<file path="config.mk">
export PLATFORM = sky130hd
export DESIGN_NAME = adc_sample_framer
export DESIGN_NICKNAME = d
export VERILOG_FILES = /design/src/rtl/adc_frame_pkg.sv /design/src/rtl/sync_fifo.sv /design/src/rtl/adc_sample_framer.sv
export SDC_FILE = /design/constraint.sdc
export NUM_CORES = 1
export LEC_CHECK = 0
export CAP_MARGIN = 5
export CORE_UTILIZATION = 35
export DETAILED_ROUTE_END_ITERATION = 8
export PLACE_DENSITY_LB_ADDON = 0.15
export SLEW_MARGIN = 5
export SYNTH_ARGS = -nofsm -noshare
export SYNTH_HDL_FRONTEND = slang
export SYNTH_SLANG_ARGS = --single-unit
</file>
<file path="constraint.sdc">
create_clock -name clock -period 4.1 [get_ports clock]
set_clock_uncertainty 0.15 [all_clocks]
set_input_delay 0.82 -clock clock [delete_from_list [all_inputs] [get_ports clock]]
set_output_delay 0.82 -clock clock [all_outputs]
set_load 0.01 [all_outputs]
</file>
<file path="src/rtl/adc_frame_pkg.sv">
// Shared types and helpers for the ADC sample framer: frame FSM states,
// sample packing width and the per-byte frame formatting functions.
package adc_frame_pkg;

  localparam logic [7:0] SYNC_BYTE_DEF = 8'hA5;
  localparam int         SAMPLE_W      = 15;

  typedef enum logic [2:0] {
    S_IDLE,
    S_SYNC,
    S_HI,
    S_LO,
    S_CHK
  } frame_state_t;

  // Sample layout is {ch[2:0], data[11:0]}.
  function automatic logic [7:0] hi_byte(input logic [SAMPLE_W-1:0] s);
    return {1'b0, s[14:12], s[11:8]};
  endfunction

  function automatic logic [7:0] lo_byte(input logic [SAMPLE_W-1:0] s);
    return s[7:0];
  endfunction

  function automatic logic [7:0] chk_byte(input logic [SAMPLE_W-1:0] s);
    return hi_byte(s) ^ lo_byte(s);
  endfunction

endpackage

</file>
<file path="src/rtl/sync_fifo.sv">
// Single-clock FIFO with a registered read port: rdata shows the popped
// entry the cycle after pop. A push while full is accepted only if a pop
// frees a slot in the same cycle.
module sync_fifo
  import adc_frame_pkg::*;
#(
  parameter int WIDTH = SAMPLE_W,
  parameter int AW    = 4
) (
  input  logic             clock,
  input  logic             reset,
  input  logic             push,
  input  logic             pop,
  input  logic [WIDTH-1:0] wdata,
  output logic [WIDTH-1:0] rdata,
  output logic [AW:0]      level,
  output logic             full,
  output logic             empty
);

  localparam int          DEPTH   = 1 << AW;
  localparam logic [AW:0] DEPTH_L = (AW+1)'(DEPTH);

  logic [WIDTH-1:0] mem [DEPTH];
  logic [AW-1:0]    wptr;
  logic [AW-1:0]    rptr;
  logic             do_push;
  logic             do_pop;

  assign full    = (level == DEPTH_L);
  assign empty   = (level == '0);
  assign do_pop  = pop & ~empty;
  assign do_push = push & (~full | do_pop);

  always_ff @(posedge clock) begin
    if (reset) begin
      wptr  <= '0;
      rptr  <= '0;
      level <= '0;
    end else begin
      if (do_push) wptr <= wptr + 1'b1;
      if (do_pop)  rptr <= rptr + 1'b1;
      case ({do_push, do_pop})
        2'b10:   level <= level + 1'b1;
        2'b01:   level <= level - 1'b1;
        default: level <= level;
      endcase
    end
  end

  // Storage and read register carry data only; when full with a coincident
  // push and pop, wptr == rptr and the read returns the old entry.
  always_ff @(posedge clock) begin
    if (do_push) mem[wptr] <= wdata;
    if (do_pop)  rdata     <= mem[rptr];
  end

endmodule

</file>
<file path="src/rtl/adc_sample_framer.sv">
// Buffers LTC2308 conversions and streams each one as a 4-byte frame
// (SYNC, HI, LO, CHK) over a valid/ready byte interface towards the UART TX.
module adc_sample_framer
  import adc_frame_pkg::*;
#(
  parameter int         FIFO_AW   = 4,
  parameter logic [7:0] SYNC_BYTE = SYNC_BYTE_DEF,
  parameter int         CNT_W     = 16
) (
  input  logic               clock,
  input  logic               reset,
  input  logic               enable,
  input  logic               adc_ready,
  input  logic [11:0]        adc_data,
  input  logic [2:0]         adc_ch,
  output logic [7:0]         tx_data,
  output logic               tx_valid,
  input  logic               tx_ready,
  output logic [FIFO_AW:0]   fifo_level,
  output logic [CNT_W-1:0]   overflow_count,
  output logic               busy
);

  logic                rdy_q;
  logic                push;
  logic                pop;
  logic                drop;
  logic                accept;
  logic                fifo_full;
  logic                fifo_empty;
  logic [SAMPLE_W-1:0] sample_in;
  logic [SAMPLE_W-1:0] frame_q;
  frame_state_t        state;
  frame_state_t        state_nxt;
  logic [7:0]          tx_data_nxt;
  logic                tx_valid_nxt;

  assign sample_in = {adc_ch, adc_data};
  assign push      = enable & adc_ready & ~rdy_q;
  assign drop      = push & fifo_full & ~pop;
  assign accept    = tx_valid & tx_ready;

  always_ff @(posedge clock) begin
    if (reset) rdy_q <= 1'b0;
    else       rdy_q <= adc_ready;
  end

  // The FIFO read register doubles as the frame register: it only changes
  // on pop, and pops happen only when a new frame starts.
  sync_fifo #(
    .WIDTH (SAMPLE_W),
    .AW    (FIFO_AW)
  ) u_fifo (
    .clock (clock),
    .reset (reset),
    .push  (push),
    .pop   (pop),
    .wdata (sample_in),
    .rdata (frame_q),
    .level (fifo_level),
    .full  (fifo_full),
    .empty (fifo_empty)
  );

  always_ff @(posedge clock) begin
    if (reset) begin
      overflow_count <= '0;
    end else if (drop && !(&overflow_count)) begin
      overflow_count <= overflow_count + 1'b1;
    end
  end

  always_comb begin
    state_nxt    = state;
    pop          = 1'b0;
    tx_valid_nxt = tx_valid;
    tx_data_nxt  = tx_data;
    case (state)
      S_IDLE: begin
        if (!fifo_empty) begin
          pop          = 1'b1;
          state_nxt    = S_SYNC;
          tx_valid_nxt = 1'b1;
          tx_data_nxt  = SYNC_BYTE;
        end
      end
      S_SYNC: begin
        if (accept) begin
          state_nxt   = S_HI;
          tx_data_nxt = hi_byte(frame_q);
        end
      end
      S_HI: begin
        if (accept) begin
          state_nxt   = S_LO;
          tx_data_nxt = lo_byte(frame_q);
        end
      end
      S_LO: begin
        if (accept) begin
          state_nxt   = S_CHK;
          tx_data_nxt = chk_byte(frame_q);
        end
      end
      S_CHK: begin
        if (accept) begin
          if (!fifo_empty) begin
            pop         = 1'b1;
            state_nxt   = S_SYNC;
            tx_data_nxt = SYNC_BYTE;
          end else begin
            state_nxt    = S_IDLE;
            tx_valid_nxt = 1'b0;
          end
        end
      end
      default: begin
        state_nxt    = S_IDLE;
        tx_valid_nxt = 1'b0;
      end
    endcase
  end

  always_ff @(posedge clock) begin
    if (reset) begin
      state    <= S_IDLE;
      tx_valid <= 1'b0;
      tx_data  <= '0;
    end else begin
      state    <= state_nxt;
      tx_valid <= tx_valid_nxt;
      tx_data  <= tx_data_nxt;
    end
  end

  assign busy = (state != S_IDLE) | (fifo_level != '0);

endmodule

</file>
======== Word-level counts from Yosys, hierarchy flattened ========
Memory sizes are Yosys's and may differ from the RTL's. A register that Yosys moved wholly into a read port is not among the register bits.
Index checks and enable logic that the tools add are counted.
cells by class
  bitwise logic cells ..................... 15
  order comparisons ....................... 0
  shift operators ......................... 0
  mux-type cells .......................... 23
  eq/ne operators ......................... 13
  divide/modulo/power cells ............... 0
  multipliers ............................. 0
  add/subtract/negate cells ............... 5
  reduce and logical (&&, ||, !) cells .... 13
operators with widths
  kind                                                                   count
  8-bit two-way mux                                                      5
  8-bit case mux with 5 select lines                                     1
  16-bit by 1-bit adder with 16-bit output, second input constant        1
  16-bit AND reduction                                                   1
  3-bit two-way mux                                                      5
  3-bit case mux with 5 select lines                                     1
  2-bit inequality test, second input constant                           6
  5-bit case mux with 2 select lines                                     1
  5-bit AND reduction                                                    2
  5-bit nonzero test                                                     2
  4-bit by 1-bit adder with 4-bit output, second input constant          2
  1-bit two-way mux                                                      8
  7-bit by 8-bit bitwise XOR with 8-bit output                           1
  1-bit AND                                                              7
  3-bit by 2-bit equality test with 1-bit output, second input constant  2
  5-bit by 1-bit adder with 5-bit output, second input constant          1
  5-bit equality test, second input constant                             1
  5-bit zero test                                                        1
  1-bit inverter                                                         5
  5-bit by 1-bit subtractor with 5-bit output, second input constant     1
  4-bit AND reduction                                                    1
  3-bit by 1-bit equality test with 1-bit output, second input constant  1
  3-bit equality test, second input constant                             1
  3-bit zero test                                                        1
  other kinds (10)                                                       11
word-level totals
  input bits .............................. 20
  memories ................................ 1
  output and inout port bits .............. 31
  bits in writable memories ............... 240
  latch bits .............................. 0
  logic and storage cells ................. 78
  register bits ........................... 42
  bits in read-only memories .............. 0
memories
  name        depth  bits a word  read ports  clocked after memory_dff  wr ports  line             RTL
  u_fifo.mem  16     15           1           1                         1         sync_fifo.sv:24  logic [WIDTH-1:0] mem [DEPTH];

======== Logic depth before layout (Yosys ltp) ========
  depth after elaboration ................. 9
  mapped depth ............................ 9
  depth with buffers taken out ............ 8

======== Modules after synthesis ========
Synthesis repeated with hierarchy kept, for this count alone.
unflattened totals
  cell total of the unflattened synthesis .. 712
  area total of the unflattened synthesis .. 12150.4 µm²
by module, submodules not included
  module             cells each  instances  sequential area each (µm²)  area each (µm²)
  sync_fifo          510         1          7917.6                      10415.0
  adc_sample_framer  202         1          580.6                       1735.4

======== Worst setup path after synthesis ========
OpenSTA, ideal clock, no wires.
  kind .................................... input -> register
  start point ............................. input tx_ready
  end point ............................... memory u_fifo.mem[0][0] in the netlist's numbering, enable pin
  buffers on the path ..................... 1
  setup slack ............................. 747 ps
  stages on the path ...................... 6
  arrival ................................. 2797 ps
  setup time .............................. 406 ps
  data required time ...................... 3544 ps
  cell sequence ........................... a21boi_1 > o211ai_1 > and2_0 > clkbuf_1 > nand2_1 > nor3_1
on the way
  cells in the longest elaborated chain, start to end .. 8
ends and longest elaborated chain
  element                                  line                      RTL
  start, declared                          adc_sample_framer.sv:18   input logic tx_ready,
  1-bit AND                                adc_sample_framer.sv:41   assign accept = tx_valid & tx_ready;
  1-bit two-way mux                        adc_sample_framer.sv:106  if (accept) begin
  1-bit case mux with 2 select lines       adc_sample_framer.sv:78   case (state)
  1-bit AND                                sync_fifo.sv:32           assign do_pop = pop & ~empty;
  1-bit OR                                 sync_fifo.sv:33           assign do_push = push & (~full | do_pop);
  1-bit AND                                sync_fifo.sv:33
  1-bit two-way mux                        sync_fifo.sv:54           if (do_push) mem[wptr] <= wdata;
  1-bit two-way mux (implied by the code)  sync_fifo.sv:54
  end, declared                            sync_fifo.sv:24
No other way between the ends.

======== Worst setup path in the final report ========
  start point ............................. register u_fifo.level[1]
  end point ............................... output busy
on the way
  cells in the longest elaborated chain, start to end .. 2
ends and longest elaborated chain
  element                 line                      RTL
  start, declared         sync_fifo.sv:16           output logic [AW:0] level,
  start signal, assigned  sync_fifo.sv:44           2'b10: level <= level + 1'b1;
  start signal, assigned  sync_fifo.sv:45           2'b01: level <= level - 1'b1;
  start signal, assigned  sync_fifo.sv:46           default: level <= level;
  5-bit nonzero test      adc_sample_framer.sv:136  assign busy = (state != S_IDLE) | (fifo_level != '0);
  1-bit OR                adc_sample_framer.sv:136
  end, declared           adc_sample_framer.sv:21   output logic busy
No other way between the ends.

==> results.md <==
Worst setup path:
- STA classifies the critical path endpoint as an output port.
- The critical-path maximum fanout is 9.
- For the worst setup path, the data arrival time is 2390 ps.
- The critical path is of the reg -> out type.
- STA puts the critical path data required time at between 3000 and 4000 ps.
- The worst setup path is launched from a flop.

Yosys:
- The cell accounting for the most synthesized area is edfxtp_1.
- The synthesized design contains 297 register bits.
- Counting every net in the synthesized netlist gives roughly 670.
- Ranked by total cell area, the synthesized netlist is headed by edfxtp_1 65%, mux4_2 14%, dfxtp_1 7.1%, xnor2_1 1.5%, nor2_1 1.4%.
- After synthesis, the mean cell area works out to 18.3 um2.
- The number of different library cells used by synthesis comes to 47.
- The number of warnings printed during yosys synthesis is 0.
- The most instantiated flip-flop cell in the synthesis netlist is edfxtp_1.
- The fraction of the yosys area taken by sequential cells is 72.2%.
- The synthesized design contains approximately 260 enable-type register cells.
- The share of Yosys cell area claimed by the top area cell type is about two thirds.
- After technology mapping, the gate count stands at 645.
- The post-synth design cell area is 11800 um2.
- The share of synthesized registers carrying an async set or reset is 0%.

Cells and area:
- After the last flow step, the layout net total stands at between 700 and 800.
- Counting the fill cells in the layout gives between 2000 and 3000.
- The fraction of final layout cells with drive strength greater than 1 is 22.2%.
- From synthesis to final layout, the design area changed by 18.3%.
- The count of inserted antenna diode cells is 0.
- Once layout is complete, the cells apart from fillers number approximately 1200.

CTS:
- In this run, post-CTS hold repair placed 0 buffers.
- Once the clock tree was built, the resizer swapped 0 gates to a different size.
- Once the clock tree was built, the setup fixing pass inserted 0 buffers.
- The maximum buffer depth of the clock tree is 3.
- The number of clock sinks is around 300.
- The CTS tree is done.
- Clock-pin slew was measured on the worst setup and hold paths at 60 ps.
- CTS built an H-tree with a depth of 1.
- The root buffer cell is clkbuf_16.
- The number of buffers created by CTS is 31.
- At the later pin of the worst-skew pair, clock insertion delay measures 560 ps.

Routing:
- The number of nets with antenna violations after detailed routing is 0.
- In the routed design, unresolved DRC markers number 0.
- The first-iteration detailed-routing DRC count is 381.
- The detailed router placed 6005 vias in this run.
- The total length of routed wires is between 20000 and 30000 um.
- The number of detailed-route iterations in the first pass is 4.
- After detailed routing, the number of vias per cell comes to roughly 5.1.
- Dividing the detail-routed wire length by the instance count gives 22.8 um.

Global route:
- For this run the aggregate overflow at the end of global routing stands at 0.
- The maximum number of pins on one net before global-route repair is 33.
- Across every metal layer, demand over resource in global routing totals between 10% and 20%.
- The global-route wire length before repair is about 40000 um.
- The via count of the first global-routing pass is slightly above 6000.
- The number of antenna violations at the first check in global routing is 0.

Timing:
- The number of hold-slack violations in the final timing report is 0.
- Static timing analysis puts the maximum clock frequency at around 300 MHz.
- Setup repair after global routing left no endpoint under its margin.
- The final critical path takes up between 80% and 90% of the cycle.
- Summed over all failing endpoints, the final setup total negative slack is 0 ps.
- The count of final max-slew check failures is 0.
- Setup violations remaining at the end of the flow were counted as 0.
- For the pin with the worst max-slew slack, the measured transition is 1060 ps.
- After layout, the minimum clock period comes to 3360 ps.
- Headroom to the max-slew limit came out at 28.4%.

Run status:
- The run finished with clean final reports.

Power and ir drop:
- Across the VDD grid, the largest voltage drop is around 0.35 mV.
- The overall power of the completed layout is slightly above 8 mW.
- Power spread over the standard cell area amounts to ~590 nW/um2.
- The leakage power total is between 4 and 5 nW.

Die:
- The core region area is 32800 um2.
- The width of the die is roughly 190 um.
- Row generation in the floorplan step produced between 60 and 70 rows.
- The effective utilization at floorplan is a little over a third.
- The total die area is 34400 um2.
- In this run the vertical extent of the chip is between 150 and 200 um.
- The number of top-level design ports is 51.

Placement:
- Buffers placed on the I/O ports in this run total 50.
- The routability-driven placement congestion ratio is between 0.8 and 0.9.
- The wire-length estimate of the detail-placed layout is 17600 um.
- After detailed placement, the design holds a cell count of between 1000 and 1500.

Run:
- Across the run, the number of max-cap violations was 0.

Hold path:
- The worst hold-check path type is reg -> reg.
-- registers in the layout (all words and copies together) (netlist names), 3 cells and up --
register,flops
state,3
u_fifo.wptr,4
u_fifo.rdata,15
tx_data,8
u_fifo.rptr,4
u_fifo.level,5
u_fifo.mem,240
overflow_count,16
-- metrics by stage --
step	setup slack, ps	util [%]	instance area, um2	hold slack, ps
6_report	741	42.5	13900	337
5_1_grt	637	42.5	13900	362
4_1_cts	716	42.5	13900	337
3_5_place_dp	650	39.3	12900	328
3_3_place_gp	689	39.3	12900	316
2_1_floorplan	747	-	11800	342
-- layout by cell type, fill, tap and decap left out, types with 6 or more instances in the layout --
master           count
clkdlybuf4s50_1     50
mux4_2              75
xnor2_1             20
nor2_1              43
ha_1                 7
a21oi_1             17
nor4_1              11
inv_1                7
nand3_1             20
dfxtp_1             40
clkinv_2             9
edfxtp_1           255
clkinv_1             6
xor2_1               8
buf_4               23
clkbuf_16           31
nor3_1              13
nand2_1             35
-- critical path, cell delays in order, from the launching register on --
cell             delay [ps]
dfxtp_1                 410
or4_1                   630
nor2_1                  220
nand2_1                  80
clkdlybuf4s50_1         490
-- cells in the mapped netlist, types with 11 or more instances --
master    instances
a21oi_1          17
nor3_1           17
nand3_1          20
clkbuf_1         22
nor2_1           43
nor4_1           11
dfxtp_1          42
nand2_1          35
edfxtp_1        255
mux4_2           75
xnor2_1          20
-- layout make-up --
type / instances / area (um2) / area share (%)
clock inverters: 22 / 249 / 1.79
multi-input cells: 306 / 3110 / 22.4
inverters: 8 / 30.0 / 0.216
flip-flops and latches: 297 / 8500 / 61.0
clock buffers: 35 / 791 / 5.68
repair buffers: 74 / 693 / 4.97
well taps: 442 / 553 / 3.97
-- where the power goes --
group          internal, mW  switching (mW)
Clock                  1.70            1.14
Sequential             3.49           0.164
Combinational         0.784           0.893
Total                  5.97            2.20
-- path summary, 6_finish.rpt --
kind	depth (start not counted)	to	slack (ps)	from
max reg2reg	6	u_fifo.mem[0][3]	1270	state[1]
min	2	tx_data[6]	340	tx_data[6]
min reg2reg	2	tx_data[6]	340	tx_data[6]
max	4	busy	740	u_fifo.level[1]
-- per-layer routing --
layer | vias to the layer above | global-route usage (%) | wire length, um | part of all wire, %
li1 | 2730 | - | - | -
met1 | 3098 | 22.5 | 11900 | 44
met2 | 142 | 27.7 | 13300 | 49
met3 | 35 | 2.18 | 1320 | 4.9
met4 | 0 | 3.54 | 450 | 1.7
met5 | - | 0 | 0 | 0
-- logic make-up (layout without fill, tap and decap cells) --
family                     after synthesis  after routing  synth area share (%)
buffers and inverters                   42            139                  1.56
and+or+nand+nor                        152            152                  6.32
adders and majority gates                7              7                 0.744
DFF                                    297            297                  72.2
muxes                                   78             78                  14.6
AOI/OAI and AO/OA                       41             41                  2.53
xor gates and xnor gates                28             28                  2.08
No activity file was read; power rests on OpenSTA's default activity.
==> edit, RTL diff (same settings) <==
Re-encode `frame_state_t` (5 states) as one-hot, 5 bits wide.
--- a/src/rtl/adc_frame_pkg.sv
+++ b/src/rtl/adc_frame_pkg.sv
@@ -6,10 +6,10 @@
   localparam int         SAMPLE_W      = 15;
 
-  typedef enum logic [2:0] {
-    S_IDLE,
-    S_SYNC,
-    S_HI,
-    S_LO,
-    S_CHK
+  typedef enum logic [4:0] {
+    S_IDLE = 5'b00001,
+    S_SYNC = 5'b00010,
+    S_HI   = 5'b00100,
+    S_LO   = 5'b01000,
+    S_CHK  = 5'b10000
   } frame_state_t;
 
Formal check against the unedited RTL: same outputs for any inputs over 4 cycles, from zero or initial values and one cycle with reset high; so few cycles prove little.
==> edit against the unedited design <==
  * Routed wire length down 4.3%
  * Largest power group unchanged
  * Critical path type unchanged
  * Power up 2.7%
  * Critical path depth unchanged
  * Worst setup slack worse by 0.36 ns
  * Sequential cell count up 2
  * Final area up 2.5%
  * Area after synthesis up 2.2%
  * Via count up 5.5%
  * Die area up 2.2%
  * First-iteration DRC count up 8.1%
  * Largest cell class unchanged
==> edit: results (changes against the unedited design) <==
Status = finished clean
Clock-pin transition on the worst setup and hold timing paths = 0.06 ns (about the same)
Vias in the first global route = 6447 (+4.4%)
Num CTS Buffers = 35 (+13%)
FMAX = 0.269 GHz (-9.7%)
# diodes = 0 (unchanged)
H-tree depth = 2 (+1)
Hpwl dp = 17100 um (-3.1%)
R2R depth = 9 (+3)
Crit path largest cell delay = 0.70 ns (+0.07 ns)
Via density per instance = 5.19 (+2.3%)
Ys async rst share = 0 (unchanged)
Worst-case vdd ir drop = 0.000371 V (+6.9%)
Syn nets = 703 (+4.6%)
Post-synth EDFFs = 255 (unchanged)
Layout Nets = 783 (+5.1%)
IO buf count = 50 (unchanged)
CP max stage cell = nor4_1
GRT Total Usage = 0.149 (-0.0148)
Regs by FF count = u_fifo.mem x240, overflow_count x16, u_fifo.rdata x15
Largest net degree at the start of global routing = 45 (+36%)
R2R Path End = u_fifo.level[4]
GPL Wtd Cong = 0.789 (-7.9%)
Initial antenna violation count = 1 (+1)
CP Max Fanout = 7 (-2)
Commonest cells in the netlist = edfxtp_1 (255), mux4_2 (75), dfxtp_1 (44), nor2_1 (38), nand2_1 (29)
Origin of the critical flop-to-flop path = u_fifo.level[0]
Fill count = 2984 (+2.0%)
Ranking of synthesized cells by area = edfxtp_1 (64%), mux4_2 (14%), dfxtp_1 (7.3%)
CTS resizes = 0 (unchanged)
P_leak = 0.00443 uW (+3.5%)
Fin Hold WS = 0.366 ns (+0.0291 ns)
DR iter-0 viols = 412 (+8.1%)
Share of cells above drive strength 1 = 0.221 (-0.00144)
DR vias = 6338 (+5.5%)
Drt first pass iters = 4 (unchanged)
Cells after Synth = 673 (+4.3%)
Seq/Total Area, Yosys = 0.710 (-0.0121)
Buffer count from post-CTS setup fixing = 0 (unchanged)
Clock Latency Late Sink = 0.50 ns (-0.06 ns)
DP Cell Count = 1164 (+3.3%)
Worst reg-to-reg setup slack = 1.14 ns (-0.13 ns)
CTS max path bufs = 3 (unchanged)
Worst Path Arrival = 2.75 ns (+0.36 ns)
First-pass GRT wire length = 39500 um (-2.2%)
Ys Warns = 0 (unchanged)
Max-Slew Margin vs Limit = 0.301 (+0.0176)
DR WL/cell = 21.2 um (-7.3%)
HP Class = reg -> reg
DP Worst Slack = 0.527 ns (-0.123 ns)
Synth unique cells = 55 (+17%)
[edit: cell types whose count changed after synthesis, sizes merged, moves of 5 or more]
cell,before,now
nor4,14,4
nand3,20,13
or3,5,13
a21oi,17,22
or4,1,7
o21ai,4,21
xnor2,20,10
a22oi,0,8
nor2b,1,10
nand2,35,29
[edit: tightest hold or removal path, stage by stage (launching register included)]
cell     delay, ns
dfxtp_1       0.33
o31ai_1       0.07
a21oi_1       0.06
[edit: report_power, final]
| group | leakage (uW) | switching, uW | internal, uW |
|---|---|---|---|
| Combinational | 0.00124 | 858 | 827 |
| Sequential | 0.00266 | 218 | 3520 |
| Clock | 0.000529 | 1150 | 1820 |
| Total | 0.00443 | 2230 | 6160 |
[edit: cell families after synthesis]
logic type | count (synthesis) | share of synthesized area
AO/OA/AOI/OAI | 72 | 0.0386
XOR/XNOR | 17 | 0.0124
adder cells (fa/ha/maj) | 10 | 0.0110
buffers and inverters | 42 | 0.0149
flip-flops | 299 | 0.710
multiplexers | 81 | 0.146
AND/OR/NAND/NOR | 152 | 0.0680
[edit: metal layers]
metal	part of all wire	track usage	wire length [um]	vias up
met5	0	0	0	-
met1	0.47	0.211	12100	3289
met4	0.017	0.0413	443	0
li1	-	-	-	2877
met2	0.48	0.238	12300	140
met3	0.040	0.0242	1040	32
[edit: layout make-up]
cell class	count	share of cell area
clock buffers	42	0.0632
clock inverters	16	0.0131
inverters	9	0.00237
multi-input cells	332	0.234
flip-flops and latches	299	0.598
well taps	448	0.0393
repair buffers	76	0.0501
[edit: worst min-delay path by stage]
stage | startpoint | endpoint | cells after the start
2_1_floorplan | overflow_count[1] | overflow_count[1] | 2
3_3_place_gp | overflow_count[15] | overflow_count[15] | 2
3_5_place_dp | overflow_count[14] | overflow_count[14] | 2
4_1_cts | overflow_count[14] | overflow_count[14] | 2
5_1_grt | overflow_count[15] | overflow_count[15] | 2
6_report | overflow_count[14] | overflow_count[14] | 2
[edit: metrics by stage]
stage / area (um^2) / utilization
CTS: 14300 / 0.424
finish: 14300 / 0.424
global placement: 13200 / 0.391
global route: 14300 / 0.424
floorplan: 12000 / -
detailed placement: 13200 / 0.391
